File: src/rtl/cfg_frame_loader.sv
// Byte-stream configuration loader: SYNC/ADDR/D0/D1/D2 frames become one-hot block writes.
// Optional CFG_LOADER_CHECKSUM_EN adds a trailing XOR checksum byte per frame.
module cfg_frame_loader #(
  parameter int NUM_BLOCKS = 16,
  parameter int FRAME_W    = 18
) (
  input  logic                  clk,
  input  logic                  rst_n,
  input  logic [7:0]            in_data,
  input  logic                  in_valid,
  output logic                  in_ready,
  output logic [FRAME_W-1:0]    bits,
  output logic [NUM_BLOCKS-1:0] wr_en,
  output logic                  cfg_done,
  output logic                  cfg_err,
  output logic [7:0]            frame_cnt
);

  localparam logic [2:0] S_IDLE  = 3'd0;
  localparam logic [2:0] S_ADDR  = 3'd1;
  localparam logic [2:0] S_D0    = 3'd2;
  localparam logic [2:0] S_D1    = 3'd3;
  localparam logic [2:0] S_D2    = 3'd4;
`ifdef CFG_LOADER_CHECKSUM_EN
  localparam logic [2:0] S_CHK   = 3'd5;
`endif
  localparam logic [2:0] S_WRITE = 3'd6;
  localparam logic [2:0] S_DONE  = 3'd7;

  localparam logic [7:0] SYNC_BYTE = 8'hA5;
  localparam logic [7:0] END_ADDR  = 8'hFF;
  localparam logic [8:0] NB        = 9'(NUM_BLOCKS);

  logic [2:0]            state;
  logic [7:0]            addr_q, d0_q, d1_q;
  logic                  xfer, load;
  logic [FRAME_W-1:0]    payload;
  logic [NUM_BLOCKS-1:0] sel;

  assign in_ready = (state != S_WRITE) && (state != S_DONE);
  assign xfer     = in_valid && in_ready;

  for (genvar g = 0; g < NUM_BLOCKS; g++) begin : g_sel
    assign sel[g] = (addr_q == 8'(g));
  end

`ifdef CFG_LOADER_CHECKSUM_EN
  logic [7:0] d2_q;
  logic       chk_ok;
  assign chk_ok  = (in_data == (addr_q ^ d0_q ^ d1_q ^ d2_q));
  assign payload = {d0_q[1:0], d1_q, d2_q};
  assign load    = xfer && (state == S_CHK) && chk_ok;
`else
  // D2 goes straight onto the bus so WRITE is the cycle right after it
  assign payload = {d0_q[1:0], d1_q, in_data};
  assign load    = xfer && (state == S_D2);
`endif

  always_ff @(posedge clk or negedge rst_n) begin
    if (!rst_n) begin
      state     <= S_IDLE;
      addr_q    <= '0;
      d0_q      <= '0;
      d1_q      <= '0;
`ifdef CFG_LOADER_CHECKSUM_EN
      d2_q      <= '0;
`endif
      bits      <= '0;
      wr_en     <= '0;
      cfg_done  <= 1'b0;
      cfg_err   <= 1'b0;
      frame_cnt <= '0;
    end else begin
      wr_en <= '0;
      if (load) begin
        bits  <= payload;
        wr_en <= sel;
        if (frame_cnt != 8'hFF) frame_cnt <= frame_cnt + 8'd1;
      end
      case (state)
        S_IDLE: if (xfer && in_data == SYNC_BYTE) state <= S_ADDR;
        S_ADDR: if (xfer) begin
          if (in_data == END_ADDR) begin
            state    <= S_DONE;
            cfg_done <= 1'b1;
          end else if ({1'b0, in_data} >= NB) begin
            cfg_err <= 1'b1;
            state   <= S_IDLE;
          end else begin
            addr_q <= in_data;
            state  <= S_D0;
          end
        end
        S_D0: if (xfer) begin
          if (|in_data[7:2]) begin
            cfg_err <= 1'b1;
            state   <= S_IDLE;
          end else begin
            d0_q  <= in_data;
            state <= S_D1;
          end
        end
        S_D1: if (xfer) begin
          d1_q  <= in_data;
          state <= S_D2;
        end
`ifdef CFG_LOADER_CHECKSUM_EN
        S_D2: if (xfer) begin
          d2_q  <= in_data;
          state <= S_CHK;
        end
        S_CHK: if (xfer) begin
          if (chk_ok) state <= S_WRITE;
          else begin
            cfg_err <= 1'b1;
            state   <= S_IDLE;
          end
        end
`else
        S_D2: if (xfer) state <= S_WRITE;
`endif
        S_WRITE: state <= S_IDLE;
        S_DONE:  state <= S_DONE;
        default: state <= S_IDLE;
      endcase
    end
  end

endmodule
File: config.mk
export PLATFORM = sky130hd
export DESIGN_NAME = cfg_frame_loader
export DESIGN_NICKNAME = d
export VERILOG_FILES = /design/src/rtl/cfg_frame_loader.sv
export SDC_FILE = /design/constraint.sdc
export NUM_CORES = 1
export LEC_CHECK = 0
export ABC_AREA = 1
export CAP_MARGIN = 10
export CORE_MARGIN = 2
export CORE_UTILIZATION = 55
export CTS_CLUSTER_DIAMETER = 120
export CTS_CLUSTER_SIZE = 10
export DETAILED_ROUTE_END_ITERATION = 16
export HOLD_SLACK_MARGIN = 0.12
export PLACE_DENSITY = 0.9
export REMOVE_ABC_BUFFERS = 1
export SLEW_MARGIN = 20
export SYNTH_ARGS = -nofsm -noshare
export SYNTH_HDL_FRONTEND = slang
export SYNTH_SLANG_ARGS = --single-unit
File: constraint.sdc
create_clock -name clk -period 3.3 [get_ports clk]
set_clock_uncertainty 0.2 [all_clocks]
set_input_delay 0.825 -clock clk [delete_from_list [all_inputs] [get_ports clk]]
set_output_delay 0.825 -clock clk [all_outputs]
set_load 0.05 [all_outputs]
==> results.json <==
{
  "tns_ns": 0,
  "numCtsBuffers": 9,
  "slowest_delay_ns": 0.81,
  "peakVddDrop_mv": 0.262,
  "p_sw_share_pct": 29.7,
  "cp_top_family": "buffers and inverters",
  "n_antenna_cell": 0,
  "ys_warn_count": 0,
  "min_period_over_period_pct": 84.9,
  "p_leak_nw": 1.71,
  "cts-root-buf": "clkbuf_8",
  "grt_first_pass_wirelength_um": 8840,
  "synthArstFlopShare_pct": 100,
  "cts_resized": 0,
  "p_int_mw": 1.22,
  "rr_endpoint": "frame_cnt[1]",
  "required_ns": 2.27,
  "vias": 2193,
  "grt_usage_pct": 21.2,
  "hold_buffers": 0,
  "maxSlewViolCount": 0,
  "place_hpwl_um": 4000,
  "netlist_area_um2": 2800,
  "grt_pass1_vias": 2081,
  "status": "finished clean",
  "synth.distinct_cells": 27,
  "grt.overflow.total": 0,
  "relSlewSlack_pct": 64.6,
  "cp_data_arrival_time_ns": 1.78,
  "yosys.area.top_type_share_pct": 58.0,
  "critPathLaunchType": "register",
  "critPathBufInv": 1,
  "synth_ff_type": "dfrtp_1",
  "tightest_slew_ns": 0.531,
  "pin_count": 56,
  "num-nets-final": 383,
  "drt-wirelength-per-cell_um": 12.1,
  "hold_viol_final": 0,
  "synth_area_leaders": "dfrtp_1 (58%), nand2_1 (14%), nor2_1 (4.8%), nand3_1 (4.1%), inv_1 (3.7%)",
  "crit_slowest_cell": "clkdlybuf4s50_1",
  "reg2reg_slack_ns": 1.22,
  "fmax_mhz": 357,
  "startpoint": "state[1]",
  "grt_max_degree": 27,
  "routed_wl_um": 5350,
  "ant_nets": 0,
  "cts.path.max_buffers": 2,
  "cts_tree": "yes",
  "start_util_pct": 58.2,
  "switchingPower_mw": 0.517,
  "post-cts-setup-buffers": 0,
  "path_max_fanout": 8,
  "die_width_um": 75.4,
  "holdCritPathClass": "in -> async",
  "cts.sinks": 65,
  "synth_edf_count": 0,
  "yosys.cell_count.top_type": "nand2_1",
  "power_frac_comb_pct": 16.7,
  "worstReg2RegStart": "frame_cnt[0]",
  "antenna_found_initial": 0,
  "cts_htree_levels": 3,
  "syn_to_final_growth_pct": 26.1,
  "path_class": "reg -> out",
  "power.density_nw_per_um2": 493,
  "drt_iter0_drc": 92,
  "ys_seq_area_share_pct": 58.0,
  "netlist_instances": 309,
  "syn_avg_cell_area_um2": 9.07,
  "r2r_cells": 8,
  "drive_gt1_share_pct": 10.2,
  "cap_violations": 0,
  "dieArea_um2": 5690,
  "first_pass_iters": 4,
  "core_um2": 4820,
  "rsz0062_at_grt": "false",
  "drt_drc_violations_left": 0,
  "gp_congestion": 0.907,
  "synth_common_cells": "nand2_1 (102), dfrtp_1 (65), nor2_1 (36)",
  "synth_top_area_cell": "dfrtp_1",
  "rows": 25,
  "fin_util_pct": 73.4,
  "pwr-share-clk_pct": 30.1,
  "port_buffers": 55,
  "min_period_ns": 2.80,
  "critPathCaptureType": "output port",
  "seqPwrFrac_pct": 53.2,
  "ys_seq_elements": 65,
  "crit_path_cell_trace": "nand2_1 -> clkdlybuf4s50_1",
  "die_y_um": 75.4,
  "vias_per_cell": 4.97,
  "path_clk_slew_ns": 0.06,
  "clk_latency_ns": 0.33,
  "setup_viol": 0
}
## registers in the layout, summed over array words and instances (netlist names)
signal and flops:
cfg_done 1, wr_en 16, d0_q 2, state 3
frame_cnt 8, d1_q 8, addr_q 8, cfg_err 1
bits 18
## per-layer routing
layer  wire, um  track usage, %
met1       2320            24.8
met3        233            5.95
met4         88            9.36
met5          0               0
met2       2700            36.6
## cell families (layout without fill, tap and decap cells)
logic type,Yosys count,in the layout,synth area share [%]
compound gates,28,28,6.56
xor+xnor,6,6,2.14
fa+ha+maj,1,1,0.446
buf+inv,36,101,6.29
flops,65,65,58.0
simple gates,173,173,26.6
## placed cells by master, fill, tap and decap left out, types with 3 or more instances in the layout
cell and instances:
clkbuf_8 9, nand3_1 23, inv_1 28, clkdlybuf4s50_1 54, nand2_1 102, clkinv_2 3, o21ai_0 15, xnor2_1 4
o21ai_2 11, dfrtp_1 65, nor2_1 36
## cell type report
| type | count | area, um2 |
|---|---|---|
| Inverter | 30 | 113 |
| Sequential cell | 65 | 1630 |
| Fill cell | 376 | 1280 |
| Tap cell | 67 | 83.8 |
| Clock inverter | 4 | 22.5 |
| Timing Repair Buffer | 57 | 561 |
| Multi-Input combinational cell | 208 | 1000 |
| Clock buffer | 10 | 128 |
## worst max-delay path by stage
| stage | end | depth (start not counted) |
|---|---|---|
| global placement | bits[3] | 6 |
| finish | in_ready | 2 |
| detailed placement | bits[7] | 6 |
| CTS | in_ready | 2 |
| global route | in_ready | 2 |
| floorplan | frame_cnt[6] | 8 |
## power groups by stage
| stage | clock (mW) | sequential [mW] | combinational, mW |
|---|---|---|---|
| 5_1_grt | 0.570 | 0.934 | 0.324 |
| 3_5_place_dp | 0 | 0.939 | 0.294 |
| 6_report | 0.525 | 0.926 | 0.291 |
| 4_1_cts | 0.540 | 0.925 | 0.294 |
| 2_1_floorplan | 0 | 1.01 | 0.113 |
| 3_3_place_gp | 0 | 0.935 | 0.282 |
## metrics by stage
| step | worst slack, ns | instances | hold WS (ns) | area [um2] | total power, mW |
|---|---|---|---|---|---|
| 3_5_place_dp | 0.685 | 427 | 0.261 | 3380 | 1.23 |
| 5_1_grt | 0.463 | 441 | 0.263 | 3530 | 1.83 |
| 4_1_cts | 0.480 | 441 | 0.226 | 3530 | 1.76 |
| 6_report | 0.500 | 441 | 0.235 | 3530 | 1.74 |
| 3_3_place_gp | 0.729 | 427 | 0.253 | 3380 | 1.22 |
| 2_1_floorplan | 1.10 | 303 | 0.250 | 2740 | 1.12 |
(Power assumes the default switching activity.)
